--- src/rtl/riscv_pkg.sv ---
// Shared RV32I pipeline types: writeback source, load/store size codes, MEM-stage state
// and the per-request context latched while a memory access is outstanding.
package riscv_pkg;

    typedef enum logic [1:0] {
        WS_ALU = 2'b00,
        WS_MEM = 2'b01,
        WS_PC4 = 2'b10,
        WS_IMM = 2'b11
    } write_src_e;

    localparam logic [2:0] MS_B  = 3'b000;
    localparam logic [2:0] MS_H  = 3'b001;
    localparam logic [2:0] MS_W  = 3'b010;
    localparam logic [2:0] MS_BU = 3'b100;
    localparam logic [2:0] MS_HU = 3'b101;

    typedef enum logic {
        S_IDLE = 1'b0,
        S_WAIT = 1'b1
    } state_e;

    localparam int unsigned CNT_W = 16;

    typedef struct packed {
        logic        is_load;
        logic        reg_write;
        logic [4:0]  rd;
        logic [2:0]  size;
        logic [1:0]  lane;
        logic [31:0] alt;
    } mem_ctx_t;

    function automatic logic [3:0] store_be(input logic [2:0] size, input logic [1:0] lane);
        case (size)
            MS_B, MS_BU: store_be = 4'(4'b0001 << lane);
            MS_H, MS_HU: store_be = lane[1] ? 4'b1100 : 4'b0011;
            default:     store_be = 4'b1111;
        endcase
    endfunction

    function automatic logic [31:0] store_wdata(input logic [2:0] size, input logic [31:0] data);
        case (size)
            MS_B, MS_BU: store_wdata = {4{data[7:0]}};
            MS_H, MS_HU: store_wdata = {2{data[15:0]}};
            default:     store_wdata = data;
        endcase
    endfunction

    function automatic logic is_misaligned(input logic [2:0] size, input logic [1:0] lane);
        case (size)
            MS_B, MS_BU: is_misaligned = 1'b0;
            MS_H, MS_HU: is_misaligned = lane[0];
            default:     is_misaligned = (lane != 2'b00);
        endcase
    endfunction

endpackage

--- src/rtl/mem_access_stage_if.sv ---
// Data-memory req/ack port of the MEM stage; the stage is the master.
interface mem_access_stage_if #(
    parameter int unsigned ADDR_W = 32
);
    logic              mem_req_o;
    logic              mem_we_o;
    logic [ADDR_W-1:0] mem_addr_o;
    logic [31:0]       mem_wdata_o;
    logic [3:0]        mem_be_o;
    logic              mem_ack_i;
    logic [31:0]       mem_rdata_i;

    modport master (
        output mem_req_o, mem_we_o, mem_addr_o, mem_wdata_o, mem_be_o,
        input  mem_ack_i, mem_rdata_i
    );

    modport slave (
        input  mem_req_o, mem_we_o, mem_addr_o, mem_wdata_o, mem_be_o,
        output mem_ack_i, mem_rdata_i
    );
endinterface

--- src/rtl/mem_access_stage_load_extend.sv ---
// Load lane select and sign/zero extension of a read word.
module load_extend
    import riscv_pkg::*;
(
    input  logic [31:0] rdata_i,
    input  logic [1:0]  addr_i,
    input  logic [2:0]  size_i,
    output logic [31:0] data_o
);
    logic [7:0]  byte_v;
    logic [15:0] half_v;

    always_comb begin
        byte_v = rdata_i[7:0];
        half_v = addr_i[1] ? rdata_i[31:16] : rdata_i[15:0];
        case (addr_i)
            2'd1:    byte_v = rdata_i[15:8];
            2'd2:    byte_v = rdata_i[23:16];
            2'd3:    byte_v = rdata_i[31:24];
            default: byte_v = rdata_i[7:0];
        endcase
    end

    always_comb begin
        case (size_i)
            MS_B:    data_o = {{24{byte_v[7]}}, byte_v};
            MS_BU:   data_o = {24'd0, byte_v};
            MS_H:    data_o = {{16{half_v[15]}}, half_v};
            MS_HU:   data_o = {16'd0, half_v};
            default: data_o = rdata_i;
        endcase
    end
endmodule

--- src/rtl/mem_access_stage.sv ---
// RV32I MEM stage: issues loads/stores on a variable-latency req/ack port, stalls upstream
// while outstanding, and registers MEM/WB. Optional MISALIGN_TRAP_EN adds misalign_o.
module mem_access_stage
    import riscv_pkg::*;
#(
    parameter int unsigned TIMEOUT_CYCLES = 255,
    parameter int unsigned ADDR_W         = 32
) (
    input  logic        clk_i,
    input  logic        rst_ni,
    input  logic        valid_i,
    input  logic [31:0] ALUout_i,
    input  logic [31:0] regOp2_i,
    input  logic        RegWrite_i,
    input  logic [1:0]  WriteSrc_i,
    input  logic        MemWrite_i,
    input  logic [2:0]  memSize_i,
    input  logic [31:0] ImmOp_i,
    input  logic [31:0] pcPlus4_i,
    input  logic [4:0]  rd_i,
    output logic        stall_o,
    mem_access_stage_if.master mem,
    output logic        valid_o,
    output logic        RegWrite_o,
    output logic [4:0]  rd_o,
    output logic [31:0] result_o,
    output logic        bus_err_o
`ifdef MISALIGN_TRAP_EN
    ,
    output logic        misalign_o
`endif
);
    localparam logic [CNT_W-1:0] CNT_LAST = CNT_W'(TIMEOUT_CYCLES - 1);

    state_e            state_q, state_d;
    logic              req_q, req_d;
    logic              we_q, we_d;
    logic [ADDR_W-1:0] addr_q, addr_d;
    logic [31:0]       wdata_q, wdata_d;
    logic [3:0]        be_q, be_d;
    logic [CNT_W-1:0]  cnt_q, cnt_d;
    mem_ctx_t          ctx_q, ctx_d;
    logic              valid_q, valid_d;
    logic              regwrite_q, regwrite_d;
    logic [4:0]        rd_q, rd_d;
    logic [31:0]       result_q, result_d;
    logic              bus_err_q, bus_err_d;

    logic              mem_op_c;
    logic              trap_c;
    logic              stall_c;
    logic [31:0]       wb_sel_c;
    logic [31:0]       load_data_c;

    assign mem_op_c = valid_i & (MemWrite_i | (WriteSrc_i == WS_MEM));

`ifdef MISALIGN_TRAP_EN
    assign trap_c = mem_op_c & is_misaligned(memSize_i, ALUout_i[1:0]);
`else
    assign trap_c = 1'b0;
`endif

    always_comb begin
        case (write_src_e'(WriteSrc_i))
            WS_PC4:  wb_sel_c = pcPlus4_i;
            WS_IMM:  wb_sel_c = ImmOp_i;
            default: wb_sel_c = ALUout_i;
        endcase
    end

    load_extend u_load_extend (
        .rdata_i (mem.mem_rdata_i),
        .addr_i  (ctx_q.lane),
        .size_i  (ctx_q.size),
        .data_o  (load_data_c)
    );

    // Next state; MEM/WB defaults to a bubble every cycle unless something retires.
    always_comb begin
        state_d    = state_q;
        req_d      = req_q;
        we_d       = we_q;
        addr_d     = addr_q;
        wdata_d    = wdata_q;
        be_d       = be_q;
        cnt_d      = cnt_q;
        ctx_d      = ctx_q;
        valid_d    = 1'b0;
        regwrite_d = 1'b0;
        rd_d       = rd_q;
        result_d   = result_q;
        bus_err_d  = 1'b0;
        stall_c    = 1'b0;

        if (state_q == S_IDLE) begin
            if (trap_c) begin
                valid_d  = 1'b1;
                rd_d     = rd_i;
                result_d = ALUout_i;
            end else if (mem_op_c) begin
                stall_c         = 1'b1;
                state_d         = S_WAIT;
                req_d           = 1'b1;
                we_d            = MemWrite_i;
                addr_d          = {ALUout_i[ADDR_W-1:2], 2'b00};
                wdata_d         = store_wdata(memSize_i, regOp2_i);
                be_d            = store_be(memSize_i, ALUout_i[1:0]);
                cnt_d           = '0;
                ctx_d.is_load   = (WriteSrc_i == WS_MEM);
                ctx_d.reg_write = RegWrite_i;
                ctx_d.rd        = rd_i;
                ctx_d.size      = memSize_i;
                ctx_d.lane      = ALUout_i[1:0];
                ctx_d.alt       = wb_sel_c;
            end else begin
                valid_d    = valid_i;
                regwrite_d = valid_i & RegWrite_i;
                rd_d       = rd_i;
                result_d   = wb_sel_c;
            end
        end else begin
            if (mem.mem_ack_i) begin
                state_d    = S_IDLE;
                req_d      = 1'b0;
                valid_d    = 1'b1;
                regwrite_d = ctx_q.reg_write;
                rd_d       = ctx_q.rd;
                result_d   = ctx_q.is_load ? load_data_c : ctx_q.alt;
            end else if (cnt_q == CNT_LAST) begin
                // Abandon: retire as a non-writing instruction so upstream can move on.
                state_d   = S_IDLE;
                req_d     = 1'b0;
                valid_d   = 1'b1;
                rd_d      = ctx_q.rd;
                result_d  = ctx_q.alt;
                bus_err_d = 1'b1;
            end else begin
                stall_c = 1'b1;
                cnt_d   = cnt_q + CNT_W'(1);
            end
        end
    end

    always_ff @(posedge clk_i or negedge rst_ni) begin
        if (!rst_ni) begin
            state_q    <= S_IDLE;
            req_q      <= 1'b0;
            we_q       <= 1'b0;
            addr_q     <= '0;
            wdata_q    <= '0;
            be_q       <= '0;
            cnt_q      <= '0;
            ctx_q      <= '0;
            valid_q    <= 1'b0;
            regwrite_q <= 1'b0;
            rd_q       <= '0;
            result_q   <= '0;
            bus_err_q  <= 1'b0;
        end else begin
            state_q    <= state_d;
            req_q      <= req_d;
            we_q       <= we_d;
            addr_q     <= addr_d;
            wdata_q    <= wdata_d;
            be_q       <= be_d;
            cnt_q      <= cnt_d;
            ctx_q      <= ctx_d;
            valid_q    <= valid_d;
            regwrite_q <= regwrite_d;
            rd_q       <= rd_d;
            result_q   <= result_d;
            bus_err_q  <= bus_err_d;
        end
    end

`ifdef MISALIGN_TRAP_EN
    logic misalign_q;

    always_ff @(posedge clk_i or negedge rst_ni) begin
        if (!rst_ni) misalign_q <= 1'b0;
        else         misalign_q <= trap_c & (state_q == S_IDLE);
    end

    assign misalign_o = misalign_q;
`endif

    // Stall is held low during reset so upstream never sees a stale hold.
    assign stall_o         = stall_c & rst_ni;
    assign mem.mem_req_o   = req_q;
    assign mem.mem_we_o    = we_q;
    assign mem.mem_addr_o  = addr_q;
    assign mem.mem_wdata_o = wdata_q;
    assign mem.mem_be_o    = be_q;
    assign valid_o         = valid_q;
    assign RegWrite_o      = regwrite_q;
    assign rd_o            = rd_q;
    assign result_o        = result_q;
    assign bus_err_o       = bus_err_q;
endmodule

--- src/flat_wrapper.sv ---
// flat-port wrapper written by rule: the top's interface ports become plain ports
module mem_access_stage_flat import riscv_pkg::*;
#(
    parameter int unsigned TIMEOUT_CYCLES = 255,
    parameter int unsigned ADDR_W         = 32
)
  (clk_i, rst_ni, valid_i, ALUout_i, regOp2_i, RegWrite_i, WriteSrc_i, MemWrite_i, memSize_i, ImmOp_i, pcPlus4_i, rd_i, stall_o, valid_o, RegWrite_o, rd_o, result_o, bus_err_o, mem_mem_req_o, mem_mem_we_o, mem_mem_addr_o, mem_mem_wdata_o, mem_mem_be_o, mem_mem_ack_i, mem_mem_rdata_i);
  mem_access_stage_if #(.ADDR_W(ADDR_W)) mem_i ();
  input  logic clk_i;
  input  logic rst_ni;
  input  logic valid_i;
  input  logic [31:0] ALUout_i;
  input  logic [31:0] regOp2_i;
  input  logic RegWrite_i;
  input  logic [1:0] WriteSrc_i;
  input  logic MemWrite_i;
  input  logic [2:0] memSize_i;
  input  logic [31:0] ImmOp_i;
  input  logic [31:0] pcPlus4_i;
  input  logic [4:0] rd_i;
  output logic stall_o;
  output logic valid_o;
  output logic RegWrite_o;
  output logic [4:0] rd_o;
  output logic [31:0] result_o;
  output logic bus_err_o;
  output wire logic [$bits(mem_i.mem_req_o)-1:0] mem_mem_req_o;
  output wire logic [$bits(mem_i.mem_we_o)-1:0] mem_mem_we_o;
  output wire logic [$bits(mem_i.mem_addr_o)-1:0] mem_mem_addr_o;
  output wire logic [$bits(mem_i.mem_wdata_o)-1:0] mem_mem_wdata_o;
  output wire logic [$bits(mem_i.mem_be_o)-1:0] mem_mem_be_o;
  input wire logic [$bits(mem_i.mem_ack_i)-1:0] mem_mem_ack_i;
  input wire logic [$bits(mem_i.mem_rdata_i)-1:0] mem_mem_rdata_i;
  assign mem_mem_req_o = mem_i.mem_req_o;
  assign mem_mem_we_o = mem_i.mem_we_o;
  assign mem_mem_addr_o = mem_i.mem_addr_o;
  assign mem_mem_wdata_o = mem_i.mem_wdata_o;
  assign mem_mem_be_o = mem_i.mem_be_o;
  assign mem_i.mem_ack_i = mem_mem_ack_i;
  assign mem_i.mem_rdata_i = mem_mem_rdata_i;
  mem_access_stage #(.TIMEOUT_CYCLES(TIMEOUT_CYCLES), .ADDR_W(ADDR_W)) u_core (.clk_i(clk_i), .rst_ni(rst_ni), .valid_i(valid_i), .ALUout_i(ALUout_i), .regOp2_i(regOp2_i), .RegWrite_i(RegWrite_i), .WriteSrc_i(WriteSrc_i), .MemWrite_i(MemWrite_i), .memSize_i(memSize_i), .ImmOp_i(ImmOp_i), .pcPlus4_i(pcPlus4_i), .rd_i(rd_i), .stall_o(stall_o), .mem(mem_i), .valid_o(valid_o), .RegWrite_o(RegWrite_o), .rd_o(rd_o), .result_o(result_o), .bus_err_o(bus_err_o));
endmodule
--- config.mk ---
export PLATFORM = sky130hd
export DESIGN_NAME = mem_access_stage_flat
export DESIGN_NICKNAME = d
export VERILOG_FILES = /design/src/rtl/riscv_pkg.sv /design/src/rtl/mem_access_stage_if.sv /design/src/rtl/mem_access_stage_load_extend.sv /design/src/rtl/mem_access_stage.sv /design/src/flat_wrapper.sv
export SDC_FILE = /design/constraint.sdc
export NUM_CORES = 1
export LEC_CHECK = 0
export BUFFER_PORTS_ARGS = -buffer_cell sky130_fd_sc_hd__buf_2
export CELL_PAD_IN_SITES_DETAIL_PLACEMENT = 0
export CELL_PAD_IN_SITES_GLOBAL_PLACEMENT = 2
export CORE_MARGIN = 2
export CORE_UTILIZATION = 26
export DETAILED_ROUTE_END_ITERATION = 12
export MAX_ROUTING_LAYER = met4
export PLACE_DENSITY = 0.78
export SYNTH_ARGS = -nofsm -noshare
export SYNTH_HDL_FRONTEND = slang
export SYNTH_SLANG_ARGS = --single-unit
--- constraint.sdc ---
create_clock -name clk_i -period 1.95 [get_ports clk_i]
set_clock_uncertainty 0.1 [all_clocks]
set_input_delay 0.2925 -clock clk_i [delete_from_list [all_inputs] [get_ports clk_i]]
set_output_delay 0.2925 -clock clk_i [all_outputs]
set_load 0.01 [all_outputs]
==> out/results.tsv, run 1 <==
stage	metric	value	unit
status	status	finished with violations	
status	failing checks	setup timing	
power_and_ir_drop	Leak Pwr	6.08	nW
job	Max-cap violations	0	
synthesis	Post-synth top flop	dfrtp_1	
grt	largest net degree at the start of global routing	112	
clock_tree	maximum root-to-sink buffer count	2	
synthesis	Avg Inst Size Synth	8.77	sq um
placement	placed insts	1725	
grt	GRT overflow	0	
synthesis	sequential fraction of the synthesis area	48.5	%
clock_tree	CTS sink cnt	169	
synthesis	Post-synth EDFFs	0	
layout	share of cells above drive strength 1	32.6	%
layout	fin util	37.1	%
critical_path	Worst Path Required	1.56	ns
critical_path	slowest stage cell on the critical path	dfrtp_1	
sta	Final Max Tran Viols	0	
grt	initial antenna violation count	1	
worst_hold_path	HP Class	in2reg	
synthesis	Unique masters post-synth	59	
critical_path	slowest stage delay, CP	0.38	ns
sta	Hold Violations, Final	0	
layout	area grow syn2layout	41.4	%
critical_path	critical path startpoint category	flop	
sta	Fmax	0.437	GHz
route	WL per Instance	18.0	um
floorplan	Die ar.	0.0350	sq mm
power_and_ir_drop	PwrDens	972	mW/mm^2
sta	Setup WS post-layout	-0.338	ns
sta	Worst slew margin	53.4	%
sta	Slew @ Worst Pin	0.695	ns
placement	GPL Wtd Cong	0.800	
power_and_ir_drop	peak supply drop	0.000522	V
grt	global-route wire length before repair	50.2	mm
clock_tree	Num CTS Buffers	17	
layout	fillcell total	3491	
critical_path	Setup CP Type	reg2out	
route	DR vias	8379	
sta	WHS	0.0185	ns
route	Final ANT Viol Nets	0	
synthesis	Yosys reg bits	169	
route	1st-iter DRT viols	391	
layout	Non-Filler Instances	1805	
placement	HPWL after DPL	23.6	mm
grt	GRT Resource Usage Total	19.0	%
critical_path	CP Capture Type	output pin	
critical_path	Worst Path Arrival	1.90	ns
critical_path	CP cell instances	inv_1, ha_2, nor2b_2, nand4_1, o22ai_4, inv_4, buf_12, and2_4, buf_6	
clock_tree	CTS Root Cell	clkbuf_16	
synthesis	Yosys warning count	0	
clock_tree	worst skew pair latency	0.43	ns
grt	number of global-route vias before repair	8562	
floorplan	core area	0.0333	sq mm
floorplan	# rows	67	
layout	commonest non-fill, non-tap cell in the layout	buf_2	
sta	Tcrit/Tclk final	117	%
clock_tree	CTS tree	done	
floorplan	Die X	187	um
placement	port buffer count	284	
synthesis	FFs w/ async S/R, synth	100	%
critical_path	CP Max Fanout	2	
placement	Place WS	-0.122	ns
route	DR pass1 iterations	4	
sta	Final setup viols	23	
synthesis	Synth Instances	995	
sta	fin crit period	2.29	ns
clock_tree	Worst-path clk slew	0.07	ns
sta	RSZ-0062 raised after global routing	yes	
layout	Layout Nets	1521	
route	drt total wl	32.4	mm
route	# DRC	0	
route	routed vias/inst	4.64	
synthesis	Syn Std Cell Area	0.00872	sq mm
floorplan	die height	187	um
clock_tree	# H-tree levels	4	
floorplan	Starting Density	26.2	%
floorplan	Ports	287	
layout	commonest non-fill, non-tap cells in the layout	buf_2 (282), nand2_1 (268), dfrtp_1 (166)	
-- state kept, by name (all words and copies together), names as in the netlist, 4 cells and up --
name and count:
u_core.mem.mem_wdata_o 32, u_core.rd_o 5, u_core.ctx_q 44, u_core.cnt_q 16, u_core.result_o 32, u_core.mem.mem_addr_o 30
u_core.mem.mem_be_o 4
-- final cells by class --
| type | instances | area [sq um] | share of cell area, % |
|---|---|---|---|
| multi-input combinational | 742 | 4300 | 34.9 |
| sequential | 169 | 4230 | 34.3 |
| timing repair buffer | 402 | 2590 | 21.0 |
| tap | 448 | 561 | 4.55 |
| clock buffer | 17 | 425 | 3.45 |
| clock inverter | 15 | 175 | 1.42 |
| inverter | 11 | 43.8 | 0.355 |
| antenna | 1 | 2.50 | 0.0203 |
-- synth_stat cells, types with 2 or more instances --
cell / number / area, sq um
and2_1: 5 / 31.3
mux2i_1: 65 / 651
o22a_1: 2 / 17.5
dfrtp_1: 169 / 4230
mux2_2: 18 / 203
clkbuf_1: 33 / 124
nor2_1: 59 / 221
nand4_1: 3 / 18.8
nand2b_1: 4 / 25.0
a21o_1: 11 / 82.6
a221oi_1: 2 / 17.5
o22ai_1: 4 / 25.0
nand3_1: 9 / 45.0
or3_1: 10 / 62.6
o21a_1: 5 / 37.5
ha_1: 2 / 25.0
buf_2: 26 / 130
a21oi_1: 61 / 305
a2111oi_0: 10 / 87.6
a22o_1: 8 / 70.1
nor3_1: 8 / 40.0
a31oi_1: 4 / 25.0
buf_4: 8 / 60.1
nand2_1: 268 / 1010
buf_1: 5 / 18.8
o21ai_1: 21 / 105
a211oi_1: 4 / 30.0
o2bb2ai_1: 3 / 26.3
nor2b_1: 6 / 37.5
a22oi_1: 8 / 60.1
and3_1: 4 / 25.0
inv_1: 9 / 33.8
o21ai_0: 113 / 566
xnor2_1: 2 / 17.5
buf_6: 2 / 22.5
-- critical path: cells and delay by family (launching register included) --
| family | cells | cell delay (ns) |
|---|---|---|
| AOI/OAI and AO/OA | 1 | 0.18 |
| adders and majority gates | 1 | 0.16 |
| buffers and inverters | 4 | 0.37 |
| DFF | 1 | 0.38 |
| and+or+nand+nor | 3 | 0.41 |
-- cell families (layout without fill, tap and decap cells) --
| family | Yosys count | count (layout) | share of synthesized area [%] |
|---|---|---|---|
| AOI/OAI and AO/OA | 267 | 267 | 18.1 |
| adders and majority gates | 2 | 2 | 0.287 |
| DFF | 169 | 169 | 48.5 |
| muxes | 84 | 84 | 10.0 |
| and+or+nand+nor | 384 | 384 | 18.2 |
| buffers and inverters | 85 | 445 | 4.55 |
| xor gates and xnor gates | 3 | 3 | 0.301 |
| other | 1 | 3 | 0.0430 |
-- routing by layer --
layer / global-route usage [%] / vias to the layer above / wire [um]
li1: - / 4109 / -
met1: 25.5 / 4011 / 15000
met2: 28.7 / 236 / 15000
met3: 4.75 / 23 / 2010
met4: 4.58 / 0 / 412
met5: - / - / 0
-- path summary, 6_finish.rpt --
| path | startpoint | to | cells past startpoint | slack [ns] |
|---|---|---|---|---|
| min | ALUout_i[16] | u_core.mem.mem_addr_o[16]$_DFFE_PN0P_ | 3 | 0.02 |
| max in group asynchronous | rst_ni | u_core.state_q$_DFF_PN0_ | 3 | 0.74 |
| min in group asynchronous | rst_ni | u_core.mem.mem_addr_o[13]$_DFFE_PN0P_ | 3 | 0.38 |
| max | u_core.cnt_q[0]$_DFFE_PN0P_ | stall_o | 9 | -0.34 |
| max reg2reg | u_core.cnt_q[0]$_DFFE_PN0P_ | u_core.cnt_q[2]$_DFFE_PN0P_ | 11 | -0.11 |
| min reg2reg | u_core.mem.mem_addr_o[15]$_DFFE_PN0P_ | u_core.mem.mem_addr_o[15]$_DFFE_PN0P_ | 2 | 0.37 |
-- repair_timing --
action,in CTS,in global routing
endpoints found under the setup margin,22,47
endpoints found under the hold margin,209,0
pin swaps,3,1
resized for setup,27,18
hold buffers,41,0
cloned,1,1
setup buffers,2,2
-- stage by stage --
step	cell area, sq um	power, W	setup TNS [ns]
2_1_floorplan	8730	0.00652	0
3_3_place_gp	11000	0.00823	-0.366
3_5_place_dp	11000	0.00826	-1.12
4_1_cts	12200	0.0120	-1.69
5_1_grt	12300	0.0128	-4.57
6_report	12300	0.0120	-0.877
-- power breakdown --
part	switching (W)	internal [W]	total, W
Sequential	0.000463	0.00427	0.00473
Combinational	0.00212	0.00159	0.00371
Clock	0.00170	0.00185	0.00354
Total	0.00428	0.00771	0.0120
Note: power is estimated with default switching activity, not from simulation.
==> run 2: changes to the inputs <==
Settings changed: PLACE_DENSITY 0.78 to default, PLACE_DENSITY_LB_ADDON from default to 0.1.
==> run 2 against run 1 <==
Global-route usage up 1.9 points. Cell area rose by 3.5%. Routed wire length grew 7.6%. Sequential share of layout area decreased by 1.1 points. Cell count grew 2.0%. The run still ends with setup timing left. Worst setup slack got worse by 0.015 ns. Clock-buffer cell count up 3. Hold slack better by 0.022 ns. Core utilization rose by 1.3 points. First-iteration DRC count increased by 18%. Power rose by 4.5%. Clock power is 11% higher.
==> out/results.tsv, run 2 (synthesized netlist as in run 1, its figures left out) <==
stage	metric	value	unit
sta	Hold Violations, Final	0	
placement	GPL Wtd Cong	0.817	
grt	global-route wire length before repair	54.2	mm
route	routed vias/inst	4.62	
job	Max-cap violations	0	
critical_path	Worst Path Arrival	1.91	ns
floorplan	Ports	287	
route	WL per Instance	19.0	um
status	failing checks	setup timing	
layout	multi-input logic area	0.00429	sq mm
layout	commonest non-fill, non-tap cell in the layout	buf_2	
grt	initial antenna violation count	3	
power_and_ir_drop	PwrDens	982	mW/mm^2
clock_tree	CTS Root Cell	clkbuf_16	
grt	number of global-route vias before repair	8860	
clock_tree	Num CTS Buffers	17	
sta	Slew @ Worst Pin	0.494	ns
placement	placed insts	1750	
sta	Fmax	0.434	GHz
critical_path	Setup CP Type	reg2out	
layout	largest reg by FF count	u_core.ctx_q	
status	status	finished with violations	
grt	GRT overflow	0	
floorplan	Die X	187	um
clock_tree	Worst-path clk slew	0.07	ns
floorplan	die height	187	um
floorplan	# rows	67	
clock_tree	CTS sink cnt	169	
critical_path	critical path startpoint category	flop	
layout	Sequential cell area	0.00423	sq mm
grt	largest net degree at the start of global routing	64	
sta	fin crit period	2.30	ns
sta	Final Max Tran Viols	0	
layout	fin util	38.3	%
placement	port buffer count	284	
floorplan	Die ar.	0.0350	sq mm
critical_path	CP Max Fanout	3	
critical_path	R2R setup slack	-0.27	ns
route	DR pass1 iterations	4	
layout	area grow syn2layout	46.3	%
sta	Worst slew margin	66.1	%
critical_path	CP Capture Type	output pin	
route	# DRC	0	
power_and_ir_drop	Leak Pwr	6.29	nW
sta	RSZ-0062 raised after global routing	yes	
layout	Non-Filler Instances	1842	
floorplan	core area	0.0333	sq mm
layout	commonest non-fill, non-tap cells in the layout	buf_2 (282), nand2_1 (257), dfrtp_1 (165)	
worst_hold_path	HP Class	in2reg	
layout	share of cells above drive strength 1	34.7	%
sta	Setup WS post-layout	-0.353	ns
layout	fillcell total	3482	
sta	Final setup viols	28	
grt	GRT Resource Usage Total	20.9	%
clock_tree	worst skew pair latency	0.44	ns
route	drt total wl	34.9	mm
route	1st-iter DRT viols	461	
floorplan	Starting Density	26.2	%
sta	Tcrit/Tclk final	118	%
power_and_ir_drop	peak supply drop	0.000649	V
placement	HPWL after DPL	26.1	mm
critical_path	Worst Path Required	1.56	ns
clock_tree	CTS tree	done	
layout	max FFs per register	44	
route	Final ANT Viol Nets	0	
route	DR vias	8502	
layout	Layout Nets	1556	
clock_tree	# H-tree levels	4	
clock_tree	maximum root-to-sink buffer count	2	
==> run 2: critical path: stages (launching register included) <==
cell and delay [ns]:
dfrtp_1 0.38, inv_1 0.06, ha_2 0.15, nor2b_4 0.13, nand4_1 0.18, o22ai_4 0.21
inv_4 0.08, and2_4 0.16, buf_6 0.11
==> run 2: timing repair <==
action,in CTS,in global routing
setup buffers,8,3
hold buffers,46,0
resized for setup,51,25
cloned,2,0
endpoints found under the setup margin,16,42
hold endpoints to repair,214,0
pin swaps,4,6
==> run 2: per-stage QoR <==
stage	cell area (sq um)	setup slack [ns]	power [W]	TNS [ns]	hold WS (ns)
finish	12800	-0.353	0.0125	-4.82	0.0402
global route	12800	-0.477	0.0133	-8.60	0.0405
floorplan	8730	0.0412	0.00652	0	-0.103
detailed placement	11200	-0.107	0.00836	-0.763	0.0486
global placement	11200	-0.0635	0.00834	-0.492	0.0512
CTS	12700	-0.473	0.0127	-6.69	0.0155
==> run 2: power by group <==
group / switching, W / internal [W] / total [W]
Sequential: 0.000467 / 0.00427 / 0.00474
Combinational: 0.00214 / 0.00172 / 0.00386
Clock: 0.00156 / 0.00237 / 0.00393
==> run 2: layout make-up <==
cell class | count | area share [%]
clock buffers | 20 | 3.58
multi-input cells | 742 | 33.6
repair buffers | 437 | 23.2
flip-flops and latches | 169 | 33.2
diodes | 3 | 0.0588
well taps | 448 | 4.39
clock inverters | 12 | 1.65
inverters | 11 | 0.343
==> run 2: path summary, 6_finish.rpt <==
| kind | start | end | depth (start not counted) |
|---|---|---|---|
| setup / recovery | u_core.cnt_q[0]$_DFFE_PN0P_ | stall_o | 8 |
| hold / removal | regOp2_i[22] | u_core.mem.mem_wdata_o[22]$_DFFE_PN0P_ | 3 |
| setup reg to reg | u_core.cnt_q[0]$_DFFE_PN0P_ | u_core.result_o[31]$_DFFE_PN0P_ | 13 |
| hold reg to reg | u_core.mem.mem_wdata_o[1]$_DFFE_PN0P_ | u_core.mem.mem_wdata_o[1]$_DFFE_PN0P_ | 2 |
| max in group asynchronous | rst_ni | u_core.ctx_q[33]$_DFFE_PN0P_ | 3 |
| min in group asynchronous | rst_ni | u_core.result_o[12]$_DFFE_PN0P_ | 2 |
==> run 2: routing by layer <==
metal | wire [um] | up-vias | track usage (%)
met2 | 15600 | 222 | 31.0
li1 | - | 4183 | -
met3 | 1770 | 25 | 4.65
met5 | 0 | - | -
met1 | 17000 | 4072 | 28.5
met4 | 523 | 0 | 6.01
==> run 3: changes to the inputs <==
Settings changed: ABC_AREA from default to 1, CORE_ASPECT_RATIO from default to 2, CORE_UTILIZATION 26 to 25.
==> run 3 against run 2 <==
The run still ends with setup timing left. Critical path type unchanged. Cell count grew 14%. Clock-buffer cell count did not move. Register-to-register slack better by 0.30 ns. Largest power group is now combinational cells.
==> out/results.tsv, run 3 <==
stage	metric	value	unit
status	status	finished with violations	
status	failing checks	setup timing	
critical_path	Worst Path Required	1.56	ns
critical_path	cell family with most CP delay	simple AND/OR/NAND/NOR gates	
power_and_ir_drop	peak supply drop	0.000731	V
critical_path	Worst Path Arrival	1.71	ns
floorplan	Ports	287	
critical_path	Setup crit end	stall_o	
synthesis	Synth Instances	1295	
floorplan	Die X	139	um
critical_path	CP Max Fanout	2	
synthesis	most common cell in the synthesized netlist	nand2_1	
synthesis	area leader, netlist	dfrtp_1	
placement	port buffer count	284	
critical_path	Crit. path cell count	10	
synthesis	Yosys warning count	0	
layout	largest reg by FF count	u_core.ctx_q	
route	1st-iter DRT viols	354	
route	drt total wl	40.7	mm
synthesis	top post-synthesis cells by count	nand2_1 (528), dfrtp_1 (169), a21oi_1 (101), inv_1 (99), nand3_1 (90)	
synthesis	Post-synth top flop	dfrtp_1	
clock_tree	Worst-path clk slew	0.07	ns
synthesis	Yosys reg bits	169	
sta	Setup WS post-layout	-0.152	ns
synthesis	top cells by area, synth	dfrtp_1 (46%), nand2_1 (22%), a21oi_1 (5.6%)	
placement	Place WS	-0.0209	ns
layout	commonest non-fill, non-tap cells in the layout	nand2_1 (526), buf_2 (282), dfrtp_1 (168)	
synthesis	Syn Std Cell Area	0.00910	sq mm
critical_path	R2R depth	13	
placement	Cell Area, Placed	0.0113	sq mm
floorplan	die height	274	um
synthesis	XOR/XNOR share of the synthesized area	0.289	%
power_and_ir_drop	Leak Pwr	6.55	nW
clock_tree	CTS Root Cell	clkbuf_16	
route	DR vias	9499	
route	DR pass1 iterations	5	
grt	largest net degree at the start of global routing	130	
sta	Slew @ Worst Pin	0.812	ns
placement	HPWL after DPL	31.9	mm
layout	max FFs per register	44	
clock_tree	Num CTS Buffers	17	
clock_tree	CTS sink cnt	169	
synthesis	mux share of post-synthesis cell area	0	%
sta	Total Neg Setup Slack	-0.152	ns
worst_hold_path	HP Class	in2reg	
critical_path	worst r2r src	u_core.cnt_q[0]$_DFFE_PN0P_	
sta	Final setup viols	1	
sta	Worst slew margin	45.8	%
clock_tree	# H-tree levels	4	
critical_path	Worst Path Buf+Inv	3	
clock_tree	CTS tree	done	
clock_tree	maximum root-to-sink buffer count	2	
sta	Tcrit/Tclk final	108	%
route	Final ANT Viol Nets	0	
sta	Hold Violations, Final	0	
critical_path	slowest stage delay, CP	0.39	ns
floorplan	core area	0.0358	sq mm
grt	GRT overflow	0	
synthesis	sequential fraction of the synthesis area	46.5	%
floorplan	Starting Density	25.4	%
job	Max-cap violations	0	
critical_path	Setup CP Type	reg2out	
synthesis	Synth Area in Adders	0.275	%
grt	number of global-route vias before repair	10058	
critical_path	Worst Setup SP	u_core.cnt_q[0]$_DFFE_PN0P_	
layout	share of cells above drive strength 1	24.9	%
grt	global-route wire length before repair	60.2	mm
synthesis	Post-synth EDFFs	0	
grt	GRT Resource Usage Total	22.0	%
layout	Layout Nets	1809	
power_and_ir_drop	overall power	0.0148	W
synthesis	Unique masters post-synth	33	
synthesis	Yosys top cell area share	46.5	%
route	WL per Instance	19.4	um
synthesis	Compound-Gate Fraction of Synth Area	12.2	%
synthesis	FFs w/ async S/R, synth	100	%
sta	Fmax	0.476	GHz
sta	fin crit period	2.10	ns
critical_path	critical path startpoint category	flop	
synthesis	largest family of logic cells by synthesized area	simple AND/OR/NAND/NOR gates	
floorplan	Die ar.	0.0381	sq mm
power_and_ir_drop	PwrDens	1180	mW/mm^2
sta	Final Max Tran Viols	0	
route	routed vias/inst	4.53	
placement	GPL Wtd Cong	0.831	
sta	RSZ-0062 raised after global routing	yes	
critical_path	CP cell instances	inv_2, ha_4, inv_2, nor2_2, nand2_1, nor2_2, nand2_2, nand3_4, nor2_4, buf_6	
synthesis	post-synthesis simple-gate area fraction	32.4	%
critical_path	R2R setup slack	0.03	ns
clock_tree	worst skew pair latency	0.44	ns
synthesis	Avg Inst Size Synth	7.03	sq um
critical_path	slowest stage cell on the critical path	dfrtp_1	
grt	initial antenna violation count	4	
critical_path	CP Capture Type	output pin	
layout	design area	0.0125	sq mm
floorplan	# rows	98	
route	# DRC	0	
layout	commonest non-fill, non-tap cell in the layout	nand2_1	
critical_path	Reg-to-Reg End	u_core.result_o[21]$_DFFE_PN0P_	
layout	area grow syn2layout	37.1	%
==> run 3: cell types whose count changed after synthesis, sizes merged, moves of 10 or more <==
| cell | delta |
|---|---|
| a21o | -11 |
| o21ai | -37 |
| nand2 | +262 |
| nand3 | +83 |
| mux2 | -18 |
| or3 | -10 |
| a2111oi | -11 |
| inv | +95 |
| a21oi | +40 |
| mux2i | -65 |
| nor2 | +25 |
==> run 3: area by class of cell <==
type	count	area [sq um]
Fill cell	3958	23300
Tap cell	450	563
Antenna cell	4	10.0
Inverter	105	395
Multi-Input combinational cell	948	4150
Timing Repair Buffer	390	2510
Clock buffer	20	457
Sequential cell	169	4230
Clock inverter	12	164
==> run 3: stage by stage <==
step | std cells | hold WS (ns) | utilization (%)
after floorplan | 1296 | -0.103 | -
after global placement | 2015 | 0.349 | 31.7
after detailed placement | 2015 | 0.351 | 31.7
after CTS | 2091 | 0.000900 | 34.7
after global routing | 2098 | 0.0322 | 34.9
final | 2098 | 0.0275 | 34.9
==> run 3: worst min path at each step <==
stage,startpoint,endpoint,cells past startpoint
after floorplan,rst_ni,u_core.RegWrite_o$_DFF_PN0_,0
after global placement,rst_ni,u_core.mem.mem_addr_o[11]$_DFFE_PN0P_,2
after detailed placement,rst_ni,u_core.mem.mem_addr_o[11]$_DFFE_PN0P_,2
after CTS,regOp2_i[28],u_core.mem.mem_wdata_o[28]$_DFFE_PN0P_,3
after global routing,regOp2_i[18],u_core.mem.mem_wdata_o[18]$_DFFE_PN0P_,3
final,regOp2_i[28],u_core.mem.mem_wdata_o[28]$_DFFE_PN0P_,3
==> run 3: power breakdown <==
group	switching [W]	internal [W]	leakage [nW]	total, W
combinational	0.00351	0.00219	4.17	0.00570
clock	0.00160	0.00211	0.296	0.00371
sequential	0.000664	0.00470	2.09	0.00537
==> run 3: timing repair <==
| item | 4_1_cts | 5_1_grt |
|---|---|---|
| endpoints found under the hold margin | 209 | 0 |
| hold buffers | 40 | 0 |
| buffers inserted | 4 | 3 |
| pin swaps | 2 | 6 |
| gates resized for setup | 5 | 10 |
| endpoints found under the setup margin | 1 | 52 |
==> run 3: cell families (layout without fill, tap and decap cells) <==
| kind of cell | count (synthesis) | count (layout) |
|---|---|---|
| AO/OA/AOI/OAI | 214 | 214 |
| XOR/XNOR | 3 | 3 |
| adder cells (fa/ha/maj) | 2 | 2 |
| buffers and inverters | 179 | 527 |
| flip-flops | 169 | 169 |
| other | 1 | 6 |
| AND/OR/NAND/NOR | 727 | 727 |
==> run 3: worst reg2reg max path, cell delays in order, from the launching register on <==
cell and delay, ns:
dfrtp_1 0.39, inv_2 0.08, ha_4 0.12, inv_2 0.03
nor2_2 0.09, nand2_1 0.07, nor2_2 0.12, nand2_2 0.10
nand3_4 0.10, buf_4 0.22, buf_12 0.20, nand2_1 0.08
inv_1 0.05, a21oi_1 0.06
==> run 3: routing by layer <==
layer  track usage (%)  up-vias  wire length (um)
met5                 -        -                 0
met4              11.3        0              2050
met3              3.34       66              1240
met2              43.9      243             23800
met1              19.7     4418             13600
li1                  -     4772                 -
